**src/rtl/seg7_pkg.sv**
```systemverilog
// Shared definitions for the seven-segment hex scanner: glyph table,
// blank pattern and scan FSM state type.
package seg7_pkg;

    // Scan FSM states
    typedef enum logic [1:0] {
        ST_RST   = 2'd0,
        ST_GUARD = 2'd1,
        ST_DRIVE = 2'd2
    } scan_state_e;

    // All segments off, active-high form
    localparam logic [6:0] SEG_BLANK = 7'h00;

    // Active-high glyphs, bit order g f e d c b a (bit 0 = a)
    localparam logic [6:0] GLYPH_TABLE [16] = '{
        7'h3F, 7'h06, 7'h5B, 7'h4F,
        7'h66, 7'h6D, 7'h7D, 7'h07,
        7'h7F, 7'h6F, 7'h77, 7'h7C,
        7'h39, 7'h5E, 7'h79, 7'h71
    };

    // Larger of two integers, used to size the slot counter
    function automatic int max_int(input int a, input int b);
        return (a > b) ? a : b;
    endfunction

endpackage

```
**src/rtl/seg7_glyph.sv**
```systemverilog
// Combinational nibble to active-high seven-segment glyph decoder with a
// blank override. Output polarity is handled by the parent.
module seg7_glyph
    import seg7_pkg::*;
(
    input  logic [3:0] nibble,
    input  logic       blank,
    output logic [6:0] glyph
);

    // Table lookup, forced to all-off when blanked
    always_comb begin
        glyph = SEG_BLANK;
        if (blank) begin
            glyph = SEG_BLANK;
        end else begin
            glyph = GLYPH_TABLE[nibble];
        end
    end

endmodule

```
**src/rtl/hex_display_scanner.sv**
```systemverilog
// Time-multiplexed seven-segment hex display driver.
// A load strobe writes a shadow register; the shadow is committed to the
// displayed value only at the frame boundary (digit 0 entering its guard
// slot), so a digit never shows a half-updated value. Each digit is driven
// for SCAN_DIV cycles, separated by GUARD_CYC cycles of all-anodes-off.
// Optional feature: define HEX_SCAN_LZB_EN to blank leading zero digits.
module hex_display_scanner
    import seg7_pkg::*;
#(
    parameter int NUM_DIGITS = 4,
    parameter int SCAN_DIV   = 50000,
    parameter int GUARD_CYC  = 16,
    parameter int ACTIVE_LOW = 1
) (
    input  logic                    clk,
    input  logic                    rst_n,
    input  logic                    load,
    input  logic [4*NUM_DIGITS-1:0] value,
    input  logic [NUM_DIGITS-1:0]   dp_in,
    output logic [6:0]              seg,
    output logic                    dp,
    output logic [NUM_DIGITS-1:0]   an,
    output logic                    frame_start
);

    localparam int CNT_MAX = max_int(SCAN_DIV, GUARD_CYC);
    localparam int CNT_W   = $clog2(CNT_MAX);
    localparam int IDX_W   = (NUM_DIGITS > 1) ? $clog2(NUM_DIGITS) : 1;

    localparam logic [CNT_W-1:0] SCAN_RELOAD  = CNT_W'(SCAN_DIV - 1);
    localparam logic [CNT_W-1:0] GUARD_RELOAD = CNT_W'(GUARD_CYC - 1);
    localparam logic [IDX_W-1:0] IDX_LAST     = IDX_W'(NUM_DIGITS - 1);

    // Inversion mask: XOR with this turns an active-high pattern into pin level
    localparam logic INV = (ACTIVE_LOW != 0) ? 1'b1 : 1'b0;
    localparam logic [6:0]            SEG_OFF = {7{INV}};
    localparam logic [NUM_DIGITS-1:0] AN_OFF  = {NUM_DIGITS{INV}};
    localparam logic                  DP_OFF  = INV;

    scan_state_e                state_q, state_d;
    logic [CNT_W-1:0]           cnt_q, cnt_d;
    logic [IDX_W-1:0]           idx_q, idx_d;

    logic [4*NUM_DIGITS-1:0]    shadow_q, shadow_d;
    logic [NUM_DIGITS-1:0]      shadow_dp_q, shadow_dp_d;
    logic [4*NUM_DIGITS-1:0]    active_q, active_d;
    logic [NUM_DIGITS-1:0]      active_dp_q, active_dp_d;
    logic                       pending_q, pending_d;

    logic                       frame_start_q, frame_start_d;
    logic [6:0]                 seg_q, seg_d;
    logic                       dp_q, dp_d;
    logic [NUM_DIGITS-1:0]      an_q, an_d;

    logic [3:0]                 nibble_s;
    logic                       blank_s;
    logic [6:0]                 glyph_s;

    // Scan sequencing: slot counter, digit index and state transitions
    always_comb begin
        state_d = state_q;
        cnt_d   = cnt_q;
        idx_d   = idx_q;
        case (state_q)
            ST_RST: begin
                state_d = ST_GUARD;
                cnt_d   = GUARD_RELOAD;
                idx_d   = '0;
            end
            ST_GUARD: begin
                if (cnt_q == '0) begin
                    state_d = ST_DRIVE;
                    cnt_d   = SCAN_RELOAD;
                end else begin
                    cnt_d = cnt_q - CNT_W'(1);
                end
            end
            ST_DRIVE: begin
                if (cnt_q == '0) begin
                    state_d = ST_GUARD;
                    cnt_d   = GUARD_RELOAD;
                    if (idx_q == IDX_LAST) begin
                        idx_d = '0;
                    end else begin
                        idx_d = idx_q + IDX_W'(1);
                    end
                end else begin
                    cnt_d = cnt_q - CNT_W'(1);
                end
            end
            default: begin
                state_d = ST_RST;
                cnt_d   = '0;
                idx_d   = '0;
            end
        endcase
    end

    // Frame boundary: the cycle digit 0 enters its guard slot
    always_comb begin
        frame_start_d = 1'b0;
        if ((state_d == ST_GUARD) && (state_q != ST_GUARD) && (idx_d == '0)) begin
            frame_start_d = 1'b1;
        end else begin
            frame_start_d = 1'b0;
        end
    end

    // Shadow/pending/active update. The commit happens at the end of the
    // frame_start cycle; a load landing in that same cycle bypasses the
    // shadow and is committed directly, leaving nothing pending.
    always_comb begin
        shadow_d    = shadow_q;
        shadow_dp_d = shadow_dp_q;
        active_d    = active_q;
        active_dp_d = active_dp_q;
        pending_d   = pending_q;
        if (frame_start_q) begin
            if (load) begin
                shadow_d    = value;
                shadow_dp_d = dp_in;
                active_d    = value;
                active_dp_d = dp_in;
                pending_d   = 1'b0;
            end else if (pending_q) begin
                active_d    = shadow_q;
                active_dp_d = shadow_dp_q;
                pending_d   = 1'b0;
            end else begin
                pending_d   = 1'b0;
            end
        end else if (load) begin
            shadow_d    = value;
            shadow_dp_d = dp_in;
            pending_d   = 1'b1;
        end else begin
            pending_d   = pending_q;
        end
    end

    assign nibble_s = active_d[4*idx_d +: 4];

`ifdef HEX_SCAN_LZB_EN
    logic [IDX_W-1:0] top_digit_s;

    // Index of the most significant nonzero nibble (0 when the value is 0)
    always_comb begin
        top_digit_s = '0;
        for (int i = 0; i < NUM_DIGITS; i++) begin
            if (active_d[4*i +: 4] != 4'h0) begin
                top_digit_s = IDX_W'(i);
            end else begin
                top_digit_s = top_digit_s;
            end
        end
    end

    assign blank_s = (idx_d > top_digit_s);
`else
    assign blank_s = 1'b0;
`endif

    seg7_glyph u_glyph (
        .nibble (nibble_s),
        .blank  (blank_s),
        .glyph  (glyph_s)
    );

    // Pin-level outputs for the next cycle; everything off outside DRIVE
    always_comb begin
        an_d  = AN_OFF;
        seg_d = SEG_OFF;
        dp_d  = DP_OFF;
        if (state_d == ST_DRIVE) begin
            an_d  = (NUM_DIGITS'(1) << idx_d) ^ AN_OFF;
            seg_d = glyph_s ^ SEG_OFF;
            dp_d  = active_dp_d[idx_d] ^ DP_OFF;
        end else begin
            an_d  = AN_OFF;
            seg_d = SEG_OFF;
            dp_d  = DP_OFF;
        end
    end

    // State, data and output registers with asynchronous reset
    always_ff @(posedge clk or negedge rst_n) begin
        if (!rst_n) begin
            state_q       <= ST_RST;
            cnt_q         <= '0;
            idx_q         <= '0;
            shadow_q      <= '0;
            shadow_dp_q   <= '0;
            active_q      <= '0;
            active_dp_q   <= '0;
            pending_q     <= 1'b0;
            frame_start_q <= 1'b0;
            seg_q         <= SEG_OFF;
            dp_q          <= DP_OFF;
            an_q          <= AN_OFF;
        end else begin
            state_q       <= state_d;
            cnt_q         <= cnt_d;
            idx_q         <= idx_d;
            shadow_q      <= shadow_d;
            shadow_dp_q   <= shadow_dp_d;
            active_q      <= active_d;
            active_dp_q   <= active_dp_d;
            pending_q     <= pending_d;
            frame_start_q <= frame_start_d;
            seg_q         <= seg_d;
            dp_q          <= dp_d;
            an_q          <= an_d;
        end
    end

    assign seg         = seg_q;
    assign dp          = dp_q;
    assign an          = an_q;
    assign frame_start = frame_start_q;

endmodule
```
**config.mk**
```make
export PLATFORM = sky130hd
export DESIGN_NAME = hex_display_scanner
export DESIGN_NICKNAME = d
export VERILOG_FILES = /design/src/rtl/seg7_pkg.sv /design/src/rtl/seg7_glyph.sv /design/src/rtl/hex_display_scanner.sv
export SDC_FILE = /design/constraint.sdc
export NUM_CORES = 1
export LEC_CHECK = 0
export ABC_AREA = 1
export CORE_MARGIN = 5
export CORE_UTILIZATION = 40
export DETAILED_ROUTE_END_ITERATION = 12
export PLACE_DENSITY = 0.58
export SYNTH_ARGS = -nofsm -noshare
export SYNTH_HDL_FRONTEND = slang
export SYNTH_SLANG_ARGS = --single-unit
```
**constraint.sdc**
```tcl
create_clock -name clk -period 2.8 [get_ports clk]
set_clock_uncertainty 0.15 [all_clocks]
set_input_delay 0.28 -clock clk [delete_from_list [all_inputs] [get_ports clk]]
set_output_delay 0.28 -clock clk [all_outputs]
set_load 0.03 [all_outputs]
```
==> results.ini <==
[sta]
fin_crit_ns=2.558
timing.hold.ws_ns=0.3211
max_freq_mhz=390.9
setup_violations=0
maxSlewHeadroom_pct=45.67
fin_ws_ns=0.2415
setup_tns_ns=0
rsz0062_at_grt=no
tightest_slew_ns=0.8075
hold_violations=0
final_max_slew_viol_count=0
fin_crit_sh_pct=91.37

[clocking]
cts_root_buf=clkbuf_8
cts-htree-levels=3
cts_buffer_depth=2
cts.sinks=74
cts_tree=built
post_cts_buffers=0
cts_buffers=9
clk_pin_slew_ns=0.09
insertion_delay_ns=0.34

[drt]
final_antenna_net_count=0
wirelength_mm=7.561
drt_first_pass_iters=4
wl_per_cell_um=12.50
drtIter0Drc=138
vias=2891
drc=0
vias_per_cell=4.779

[die]
initial_utilization_pct=40.71
die_area_um2=11390
dieWidth_um=106.7
row_count=35
core_um2=9196
ios=36
fp.dieH_um=106.7

[worst_setup_path]
crit_required_ns=2.92
ff2ff_path_depth=16
timing.rr.end=seg[1]$_DFF_PN1_
path_class=reg -> reg
rrSetupSlack_ns=0.24
start_kind=flip-flop
critical-path-max-stage-delay_ns=0.37
worstSetupStartpoint=cnt_q[0]$_DFF_PN0_
path_delay_family=simple AND/OR/NAND/NOR gates
endpoint_kind=flip-flop
crit_top_cell=nand2_1
worst-path-buf-inv=2
slowest_stage=dfrtp_1
arrival_ns=2.68
crit_chain=inv_1 > ha_1 > nand2_1 > nor2_4 > nand3_1 > nand2_2 > nand2_4 > nand2_4 > nand2_1 > a21oi_1 > nor2_2 > ha_1 > nand3_2 > nand2_1 > inv_1 > nand2_1
reg2reg_from=cnt_q[0]$_DFF_PN0_
worst-path-max-fanout=14

[final_layout]
post-route-util_pct=48.33
multi_input_area_um2=1648
stdcell_count=605
regArea_um2=1867
synthToLayoutAreaGrowth_pct=18.72
drive_gt1_share_pct=15.99
fin_nets=525
num-fill-cells=914
antenna_cells=0

[logic_synthesis]
synthMostInstantiatedCell=nand2_1
synth_area_um2=3744
yosysWarnings=0
synthesis.nets=475
synth_top_cell_area_share_pct=41.44
yosys-top-cells-area=dfrtp_1 (41%), nand2_1 (14%), dfstp_2 (8.4%), ha_1 (4.3%), nor2_1 (3.9%)
synthArstFlopShare_pct=100.0
avgSynthCellArea_um2=8.528
yosysSeqAreaShare_pct=49.87
synth.largest_area_cell=dfrtp_1
syn_inst=439
synthDistinctLibCells=32
synthFlopType=dfrtp_1
synth_edf_count=0
ys_seq_elements=74
synthTopCellsByCount=nand2_1 (141), dfrtp_1 (62), nor2_1 (39), inv_1 (38), nand3_1 (29)

[min_path]
min_to=shadow_q[4]$_DFFE_PN0P_
hold_path_class=reg -> reg
hold_depth=2
min-delay-start=shadow_q[4]$_DFFE_PN0P_

[placement]
dp_hpwl_mm=5.734
io_buffer_count=35
dp_slack_ns=0.06491
gp_congestion=0.8433
placed_cells=588

[run_status]
outcome=completed

[power]
p_leak_nw=2.165
cellPowerDensity_nw_per_um2=489.3
irDropWorstVdd_uv=319.3

[job]
drv_cap=0

[grt]
grt_pass1_vias=3070
antenna_found_initial=0
grt_pass1_wl_mm=13.69
track_usage_pct=14.74
grt_max_degree=47
globalRouteOverflowTotal=0

==> registers in the layout (all words and copies together), names as in the netlist, 4 cells and up <==
signal       cells
active_q        16
cnt_q           16
shadow_q        16
seg              7
active_dp_q      4
an               4
shadow_dp_q      4
==> final cells by class <==
class | instances | area share, %
clock inverters | 6 | 0.9572
multi-input cells | 315 | 37.08
well taps | 111 | 3.125
flip-flops and latches | 74 | 42.00
repair buffers | 49 | 10.47
clock buffers | 10 | 2.872
inverters | 40 | 3.491
==> worst max-delay path by stage <==
| stage | end | slack [ns] | cells after the start |
|---|---|---|---|
| floorplan | seg[3]$_DFF_PN1_ | 0.41 | 19 |
| global placement | seg[0]$_DFF_PN1_ | 0.12 | 13 |
| detailed placement | seg[1]$_DFF_PN1_ | 0.06 | 13 |
| CTS | seg[3]$_DFF_PN1_ | 0.20 | 18 |
| global route | seg[3]$_DFF_PN1_ | 0.009 | 18 |
| finish | seg[1]$_DFF_PN1_ | 0.24 | 16 |
==> metal layers <==
layer  up-vias  share of wire, %  GRT usage, %
li1       1493                 -             -
met4         0              0.41         3.288
met3         2               1.7         3.853
met1      1368                46         17.80
met2        28                52         26.30
met5         -                 0             0
==> repair_timing <==
item / 4_1_cts / 5_1_grt
endpoints found under the hold margin: 28 / 0
hold buffers: 1 / 0
setup endpoints to repair: 0 / 5
gates resized for setup: 0 / 3
==> worst min-delay path: cells and delay by family (launching register included) <==
| kind | cells | cell delay [ns] |
|---|---|---|
| flops | 1 | 0.33 |
| simple gates | 2 | 0.12 |
==> report_power, final <==
part           internal [mW]  switching (mW)  leakage, nW  total (mW)
combinational          0.115           0.167         1.22       0.283
sequential              1.14          0.0164        0.865        1.16
clock                  0.324           0.409       0.0827       0.733
==> cells by family (layout without fill, tap and decap cells) <==
kind of cell	after synthesis	after routing	synth area share, %
buf+inv	50	105	6.517
flops	74	74	49.87
compound gates	42	42	6.918
fa+ha+maj	13	13	4.345
xor+xnor	10	10	2.340
simple gates	250	250	30.01
==> cell usage in the layout (no fill, tap or decap), drive strengths merged <==
| cell | count |
|---|---|
| a21oi | 7 |
| a311oi | 1 |
| a31oi | 17 |
| a32o | 1 |
| buf | 14 |
| clkbuf | 10 |
| clkdlybuf4s50 | 34 |
| clkinv | 4 |
| clkinvlp | 2 |
| dfrtp | 62 |
| dfstp | 12 |
| dlygate4sd3 | 1 |
| ha | 13 |
| inv | 40 |
| nand2 | 155 |
| nand3 | 30 |
| nand3b | 1 |
| nand4 | 3 |
| nor2 | 51 |
| nor3 | 3 |
| nor4 | 2 |
| o21ai | 16 |
| or2 | 5 |
| xnor2 | 1 |
| xor2 | 9 |
==> through the flow <==
step	area [um^2]	total power, mW
final	4444	2.174
after global routing	4444	2.286
after CTS	4429	2.206
after detailed placement	4249	1.467
after global placement	4249	1.463
after floorplan	3744	1.345
Note: power is estimated with default switching activity, not from simulation.
